**src/rtl/seg7_scan_driver.sv**
```systemverilog
// Multiplexed 7-segment scan driver with double-buffered display data.
// Optional decimal-point support: define SEG7_SCAN_DRIVER_DP_EN.
module seg7_scan_driver #(
  parameter int NUM_DIGITS = 4,
  parameter int SCAN_DIV   = 50000,
  parameter int BLANK_CYC  = 2
) (
  input  logic                    clk,
  input  logic                    rst_n,
  input  logic                    load,
  input  logic [4*NUM_DIGITS-1:0] data_in,
  input  logic [NUM_DIGITS-1:0]   digit_en,
  input  logic                    lzb,
  output logic [6:0]              seg_out,
  output logic [NUM_DIGITS-1:0]   an_out,
  output logic                    frame_done
`ifdef SEG7_SCAN_DRIVER_DP_EN
  ,
  input  logic [NUM_DIGITS-1:0]   dp_in,
  output logic                    dp_out
`endif
);

  localparam int CW = $clog2(SCAN_DIV);
  localparam int IW = (NUM_DIGITS > 1) ? $clog2(NUM_DIGITS) : 1;
  localparam logic [CW-1:0] CNT_TC   = CW'(SCAN_DIV - 1);
  localparam logic [IW-1:0] IDX_LAST = IW'(NUM_DIGITS - 1);

  logic [CW-1:0]             cnt_q, cnt_d;
  logic [IW-1:0]             idx_q, idx_d;
  logic                      frame_done_q, frame_done_d;
  logic [4*NUM_DIGITS-1:0]   sh_data_q, sh_data_d, disp_data_q, disp_data_d;
  logic [NUM_DIGITS-1:0]     sh_en_q, sh_en_d, disp_en_q, disp_en_d;
  logic                      sh_lzb_q, sh_lzb_d, disp_lzb_q, disp_lzb_d;
  logic                      pend_q, pend_d;
  logic [6:0]                seg_q, seg_d;
  logic [NUM_DIGITS-1:0]     an_q, an_d;

  logic                      slot_end, boundary, past_blank, show;
  logic [3:0]                nib_sel;
  logic [NUM_DIGITS-1:0]     quiet_mask, lz_blank;

  function automatic logic [6:0] decode(input logic [3:0] nib);
    case (nib)
      4'h0: decode = 7'h40;
      4'h1: decode = 7'h79;
      4'h2: decode = 7'h24;
      4'h3: decode = 7'h30;
      4'h4: decode = 7'h19;
      4'h5: decode = 7'h12;
      4'h6: decode = 7'h02;
      4'h7: decode = 7'h78;
      4'h8: decode = 7'h00;
      4'h9: decode = 7'h10;
      4'hA: decode = 7'h08;
      4'hB: decode = 7'h03;
      4'hC: decode = 7'h27;
      4'hD: decode = 7'h21;
      4'hE: decode = 7'h06;
      default: decode = 7'h0E;
    endcase
  endfunction

  // A digit is "quiet" for leading-zero purposes when it is zero or disabled.
  genvar gi;
  generate
    for (gi = 0; gi < NUM_DIGITS; gi++) begin : g_lzb
      localparam logic [NUM_DIGITS-1:0] LOW_MASK =
        NUM_DIGITS'((64'd1 << (gi + 1)) - 64'd1);
      assign quiet_mask[gi] = (disp_data_q[4*gi +: 4] == 4'h0) || !disp_en_q[gi];
      if (gi == 0) begin : g_d0
        assign lz_blank[gi] = 1'b0;
      end else begin : g_dn
        assign lz_blank[gi] = disp_lzb_q && (disp_data_q[4*gi +: 4] == 4'h0) &&
                              (&(quiet_mask | LOW_MASK));
      end
    end

    if (BLANK_CYC == 0) begin : g_noblank
      assign past_blank = 1'b1;
    end else begin : g_blank
      assign past_blank = (cnt_q >= CW'(BLANK_CYC));
    end
  endgenerate

  assign slot_end = (cnt_q == CNT_TC);
  assign boundary = slot_end && (idx_q == IDX_LAST);
  assign nib_sel  = disp_data_q[{idx_q, 2'b00} +: 4];
  assign show     = past_blank && disp_en_q[idx_q] && !lz_blank[idx_q];

  always_comb begin
    cnt_d       = slot_end ? '0 : cnt_q + 1'b1;
    idx_d       = idx_q;
    sh_data_d   = sh_data_q;
    sh_en_d     = sh_en_q;
    sh_lzb_d    = sh_lzb_q;
    disp_data_d = disp_data_q;
    disp_en_d   = disp_en_q;
    disp_lzb_d  = disp_lzb_q;
    pend_d      = pend_q;

    if (slot_end) begin
      idx_d = (idx_q == IDX_LAST) ? '0 : idx_q + 1'b1;
    end
    frame_done_d = (cnt_d == CNT_TC) && (idx_d == IDX_LAST);

    // A load landing on the boundary bypasses the shadow so it is never a frame late.
    if (load && boundary) begin
      disp_data_d = data_in;
      disp_en_d   = digit_en;
      disp_lzb_d  = lzb;
      pend_d      = 1'b0;
    end else begin
      if (boundary && pend_q) begin
        disp_data_d = sh_data_q;
        disp_en_d   = sh_en_q;
        disp_lzb_d  = sh_lzb_q;
        pend_d      = 1'b0;
      end
      if (load) begin
        sh_data_d = data_in;
        sh_en_d   = digit_en;
        sh_lzb_d  = lzb;
        pend_d    = 1'b1;
      end
    end

    seg_d = show ? decode(nib_sel) : 7'h7F;
    an_d  = show ? ~(NUM_DIGITS'(1) << idx_q) : '1;
  end

  always_ff @(posedge clk or negedge rst_n) begin
    if (!rst_n) begin
      cnt_q        <= '0;
      idx_q        <= '0;
      frame_done_q <= 1'b0;
      sh_data_q    <= '0;
      sh_en_q      <= '0;
      sh_lzb_q     <= 1'b0;
      disp_data_q  <= '0;
      disp_en_q    <= '0;
      disp_lzb_q   <= 1'b0;
      pend_q       <= 1'b0;
      seg_q        <= 7'h7F;
      an_q         <= '1;
    end else begin
      cnt_q        <= cnt_d;
      idx_q        <= idx_d;
      frame_done_q <= frame_done_d;
      sh_data_q    <= sh_data_d;
      sh_en_q      <= sh_en_d;
      sh_lzb_q     <= sh_lzb_d;
      disp_data_q  <= disp_data_d;
      disp_en_q    <= disp_en_d;
      disp_lzb_q   <= disp_lzb_d;
      pend_q       <= pend_d;
      seg_q        <= seg_d;
      an_q         <= an_d;
    end
  end

  assign seg_out    = seg_q;
  assign an_out     = an_q;
  assign frame_done = frame_done_q;

`ifdef SEG7_SCAN_DRIVER_DP_EN
  logic [NUM_DIGITS-1:0] sh_dp_q, sh_dp_d, disp_dp_q, disp_dp_d;
  logic                  dp_q, dp_d;

  // Decimal points follow exactly the same shadow/boundary rules as the digits.
  always_comb begin
    sh_dp_d   = sh_dp_q;
    disp_dp_d = disp_dp_q;
    if (load && boundary) begin
      disp_dp_d = dp_in;
    end else begin
      if (boundary && pend_q) begin
        disp_dp_d = sh_dp_q;
      end
      if (load) begin
        sh_dp_d = dp_in;
      end
    end
    dp_d = show ? ~disp_dp_q[idx_q] : 1'b1;
  end

  always_ff @(posedge clk or negedge rst_n) begin
    if (!rst_n) begin
      sh_dp_q   <= '0;
      disp_dp_q <= '0;
      dp_q      <= 1'b1;
    end else begin
      sh_dp_q   <= sh_dp_d;
      disp_dp_q <= disp_dp_d;
      dp_q      <= dp_d;
    end
  end

  assign dp_out = dp_q;
`endif

endmodule
```
**config.mk**
```make
export PLATFORM = sky130hd
export DESIGN_NAME = seg7_scan_driver
export DESIGN_NICKNAME = d
export VERILOG_FILES = /design/src/rtl/seg7_scan_driver.sv
export SDC_FILE = /design/constraint.sdc
export NUM_CORES = 1
export LEC_CHECK = 0
export CAP_MARGIN = 40
export CORE_MARGIN = 2
export CORE_UTILIZATION = 45
export DETAILED_ROUTE_END_ITERATION = 10
export PLACE_DENSITY_LB_ADDON = 0.12
export SYNTH_ARGS = -nofsm -noshare
export SYNTH_HDL_FRONTEND = slang
export SYNTH_SLANG_ARGS = --single-unit
```
**constraint.sdc**
```tcl
create_clock -name clk -period 3.9 [get_ports clk]
set_input_delay 0.975 -clock clk [delete_from_list [all_inputs] [get_ports clk]]
set_output_delay 0.975 -clock clk [all_outputs]
set_load 0.005 [all_outputs]
```
==> Word level (Yosys, flattened, before mapping) <==
Memory sizes are Yosys's and may differ from the RTL's.
Index checks and enable logic that the tools add are counted.
{ "word_totals": {"regBits": 73, "mem_bits_ro": 112, "output_inout_bits": 12, "wordCells": 66, "mem_count": 1} }
{ "classes": {"n_addsub": 2, "n_lt_le_gt_ge": 2, "n_eq_ne": 4, "n_shift": 2, "n_mux": 18, "n_bitwise": 2, "reduce_logical": 23} }
{ "mem_list": {"columns": ["memory", "words", "word_bits", "rd", "rd_ports_with_merged_regs", "write_ports", "line_no", "text"], "rows": [
  ["(no name shown)", 16, 7, 1, 0, 0, "44", "case (nib)"]
]} }
{ "op_table": {"columns": ["operator", "n"], "rows": [
  ["two-way mux 16 bit", 3],
  ["equality test 16 bit, second input constant", 2],
  ["adder 16 x 1 -> 16 bit, second input constant", 1],
  [">= comparator 16 x 2 -> 1 bit, second input constant", 1],
  ["variable part select 16 x 5 -> 4 bit", 1],
  ["logical NOT 4 bit", 3],
  ["two-way mux 4 bit", 3],
  ["logical AND 1 bit", 11],
  ["two-way mux 1 bit", 7],
  ["two-way mux 7 bit", 1],
  ["binary-select mux 1 bit (select 2 bit)", 2],
  ["equality test 2 bit, second input constant", 2],
  ["two-way mux 2 bit", 2],
  ["inverter 4 bit", 1],
  ["AND reduction 2 bit", 2],
  ["left shift 1 x 2 -> 4 bit, first input constant", 1],
  ["logical NOT 1 bit", 3],
  ["less-than comparator 2 x 3 -> 1 bit, second input constant", 1],
  ["nonzero test 3 bit", 1],
  ["adder 2 x 1 -> 2 bit, second input constant", 1],
  ["logical OR 1 bit", 2],
  ["nonzero test 2 bit", 1],
  ["inverter 1 bit", 1]
]} }

==> Depth between registers and ports, before layout <==
{ "logic_depth": {"word_depth": 9, "ltp_mapped": 8, "ltp_nobuf": 7} }

==> Least setup slack after synthesis <==
OpenSTA, ideal clock, no wires.
{ "synth_path": {"kind": "flip-flop to flip-flop", "from": "reg cnt_q[5]", "to": "reg frame_done_q, in the netlist frame_done", "setup_time_ns": 0.107, "arrival_ns": 2.062, "t_required_ns": 3.793, "setup_slack_ns": 1.732, "path_stages_with_launch": 6, "n_path_buf": 0, "period_less_slack_ns": 2.168, "cell_sequence": "dfrtp_1 -> or4_4 -> or2_0 -> a2111oi_2 -> or3b_1 -> a2111oi_4"} }
{ "synth_between": {"elab_chain_cells": 4, "elab_cells_between_ends": 7, "classes_between": "add/sub (1); eq/ne (3); mux (2); reduce/logical (1)"} }
{ "synth_rtl": {"columns": ["element", "line_no", "text"], "rows": [
  ["start: declaration", "29", "logic [CW-1:0] cnt_q, cnt_d;"],
  ["start signal: assignment", "147", "cnt_q <= cnt_d;"],
  ["adder 16 x 1 -> 16 bit or equality test 16 bit (tied branches)", "92, 86", null],
  ["two-way mux 16 bit or two-way mux 2 bit (tied branches)", "92, 102", null],
  ["equality test 16 bit or equality test 2 bit (tied branches)", "105", "frame_done_d = (cnt_d == CNT_TC) && (idx_d == IDX_LAST);"],
  ["logical AND 1 bit *", "105", null],
  ["named net frame_done_d", "31", "logic frame_done_q, frame_done_d;"],
  ["end signal: assignment", "149", "frame_done_q <= frame_done_d;"],
  ["end: declaration", "31", null]
]} }
The timed path passes the listed nets; every way through them passes the cells marked *.
A chain may end at the register's enable or synchronous reset.

==> Worst setup path after layout <==
{ "layout_path": {"from": "in load", "to": "reg sh_lzb_q"} }
{ "layout_between": {"elab_chain_cells": 3} }
{ "layout_rtl": {"columns": ["element", "line_no", "text"], "rows": [
  ["start: declaration", "10", "input logic load,"],
  ["logical AND 1 bit", "108", "if (load && boundary) begin"],
  ["inverter 1 bit (no source line)", null, null],
  ["AND reduction 2 bit (no source line) *", null, null],
  ["end signal: assignment", "152", "sh_lzb_q <= sh_lzb_d;"],
  ["end: declaration", "34", "logic sh_lzb_q, sh_lzb_d, disp_lzb_q, disp_lzb_d;"]
]} }
Every way passes the cells marked *; elsewhere a longest branch is shown, timed or not.

==> metrics.txt <==
Post-Synth Adder-Cell Area=0.0417; HP Class=reg2reg; Crit path max-delay family=buffers and inverters; area added between synthesis and finish=17.8%; fin crit share=0.677; clk sink count=73; Die Span X=93.4 µm; post-synth top area share=0.431; worst path required time=approximately 4.1 ns; Critical path origin=load; clock skew=0.0117 ns; compound-gate portion of the synthesized area=0.0827; post_cts resized=0; post-synthesis sequential area ratio=0.511; Via density=between 5 and 6; Yosys Warn Count=0; main combinational cell family by area after synthesis=multiplexers; DR DRC count=0; Mapped Area=3600 µm²; Post-synth EDFFs=0; synth unique cells=42; Synth area leaders=dfrtp_1 (43%), dfstp_2 (8.0%), mux2_2 (6.9%); Post-Synth XOR/XNOR Area=0.0341; CTS buffer count=9; RSZ-0062 raised after global routing=false; Leak=approximately 0.0018 µW; VDD IR max=0.214 mV; Setup crit end kind=register; PD cells=362 nW/µm²; Startpoint Class=input port; Tmin final=approximately 2.6 ns; Placer Congestion=~0.81; final WL=6.42 mm; crit path buf inv count=2; slowest CP cell=clkdlybuf4s50_1; Fmax=379 MHz; vias in the first global route=2,340; number of port buffers=35; Async SR Flop Fraction=1.00; main flop type after synthesis=dfrtp_1; # rows=32; WP depth=4; Die Area=8730 µm²; Antenna Cells=0; Clock Path Buffers=2; FF-to-FF End=sh_lzb_q; Worst R2R Start=cnt_q[4]; Cell Chain, Critical Path=clkdlybuf4s50_1 -> a21boi_2 -> buf_4 -> mux2_2; Worst Path Max Fanout=15; Final Max Slew Viols=0; critical path arrival=2.87 ns; Worst-path clk slew=0.07 ns; Simple-Gate Fraction of Synth Area=0.134; GRT Total Usage=0.164; crit-path max cell delay=0.78 ns; largest net degree at the start of global routing=between 70 and 80; hold buffer count at cts=0; #FFs+latches synth=73; Core Box Area=around 7700 µm²; # nets final=between 300 and 400; DRT antenna net count=0; DP HPWL=between 4 and 5 mm; final core occ=0.549; final count of negative-setup-slack endpoints=0; Mapped Nets=approximately 350; Mapped Cells=between 300 and 400; status=finished, final reports clean; first-pass GRT wire length=11.0 mm; grt ovf=0; layout cells sized above 1=0.186; I/O pins=36; Die Span Y=93.4 µm; H-tree Lvls=3; r2r setup slk=1.29 ns; clk_lat worst skew=about 0.35 ns; CTS tree=built; Setup crit end=sh_lzb_q; DR pass1 iterations=5; reg2reg path depth=6; Synth Area per Inst=11.4 µm²; Initial DRC Count=roughly 70; initial antenna violation count=0; Least-Margin Pin Slew=0.772 ns; area leader, netlist=dfrtp_1; Vias=about 2,400; WL/cell=14.1 µm; final hold vios=0; Post-CTS Setup Repair Bufs=0; WHS Path Cells=1; post-synthesis mux area share=0.164; max-cap violations=0; WS Path Type=in2reg; final setup TNS=0 ns; Root Buffer=clkbuf_8; Starting Density=0.466; Rel. slew slack=0.486
[Yosys cell counts (all sizes together) (2+ instances only)]
cell type / instances
nor2: 40
or2: 3
nor4: 8
a21oi: 28
mux2i: 23
inv: 6
nand2: 20
nand2b: 2
buf: 9
dfstp: 11
mux2: 22
a2111oi: 2
dfrtp: 62
mux4: 5
xor2: 10
nand4: 6
o21ai: 7
xnor2: 4
o211ai: 5
nand3: 5
ha: 12
clkbuf: 9
nor3: 4
and2: 2
[placed cells by master (no fill, tap or decap), types with 3 or more instances in the layout]
cell,count
clkdlybuf4s50_1,34
nand3_1,5
a21oi_1,28
mux2i_1,23
dfstp_2,11
nor4_1,7
buf_4,3
xor2_1,10
mux2_2,22
nand2_1,20
o21ai_0,7
ha_1,12
mux4_2,5
xnor2_1,4
dfrtp_1,62
nor3_1,4
nand4_1,6
nor2_1,40
clkbuf_8,9
o211ai_1,5
inv_1,6
[metrics by stage]
step | std cells | area [µm²] | hold slack [ns] | worst slack [ns] | total power [µW]
2_1_floorplan | 317 | 3600 | 0.473 | 1.73 | 850
3_5_place_dp | 440 | 4020 | 0.495 | 0.889 | 902
3_3_place_gp | 440 | 4020 | 0.489 | 0.913 | 900
5_1_grt | 456 | 4240 | 0.533 | 1.15 | 1600
6_report | 456 | 4240 | 0.508 | 1.26 | 1530
4_1_cts | 456 | 4240 | 0.512 | 1.26 | 1550
[flip-flops by register name, indices dropped and copies added, names as in the netlist, 2 cells and up]
register	flops
sh_data_q	16
disp_data_q	16
cnt_q	16
seg_out	7
disp_en_q	4
sh_en_q	4
an_out	4
idx_q	2
[where the power goes]
group | internal (µW) | leakage [µW] | switching, µW | total, µW
Sequential | 779 | 0.000915 | 9.95 | 789
Combinational | 54.4 | 0.000790 | 41.1 | 95.5
Clock | 364 | 0.000107 | 286 | 650
Total | 1200 | 0.00181 | 337 | 1530
[how the worst min path moves through the flow]
stage | end | slack [ns] | from
floorplan | pend_q | 0.47 | pend_q
global placement | sh_data_q[15] | 0.49 | sh_data_q[15]
detailed placement | sh_lzb_q | 0.49 | sh_lzb_q
CTS | sh_lzb_q | 0.51 | sh_lzb_q
global route | sh_data_q[11] | 0.53 | sh_data_q[11]
finish | sh_lzb_q | 0.51 | sh_lzb_q
[cells by family after synthesis]
family / count (synthesis)
AO/OA/AOI/OAI: 47
XOR/XNOR: 14
adder cells (fa/ha/maj): 12
buffers and inverters: 24
flip-flops: 73
multiplexers: 50
AND/OR/NAND/NOR: 97
[final cells by class]
type / count / area [µm²]
clock buffer: 10 / 128
multi-input combinational: 220 / 1640
timing repair buffer: 39 / 388
clock inverter: 6 / 90.1
tap: 102 / 128
sequential: 73 / 1840
fill: 701 / 3490
inverter: 6 / 22.5
[layer usage]
| metal | vias to the layer above | part of all wire | global-route usage |
|---|---|---|---|
| li1 | 1182 | - | - |
| met1 | 1130 | 0.45 | 0.210 |
| met2 | 58 | 0.49 | 0.263 |
| met3 | 12 | 0.042 | 0.0475 |
| met4 | 0 | 0.017 | 0.0662 |
| met5 | - | 0 | 0 |
Note: power is estimated with default switching activity, not from simulation.
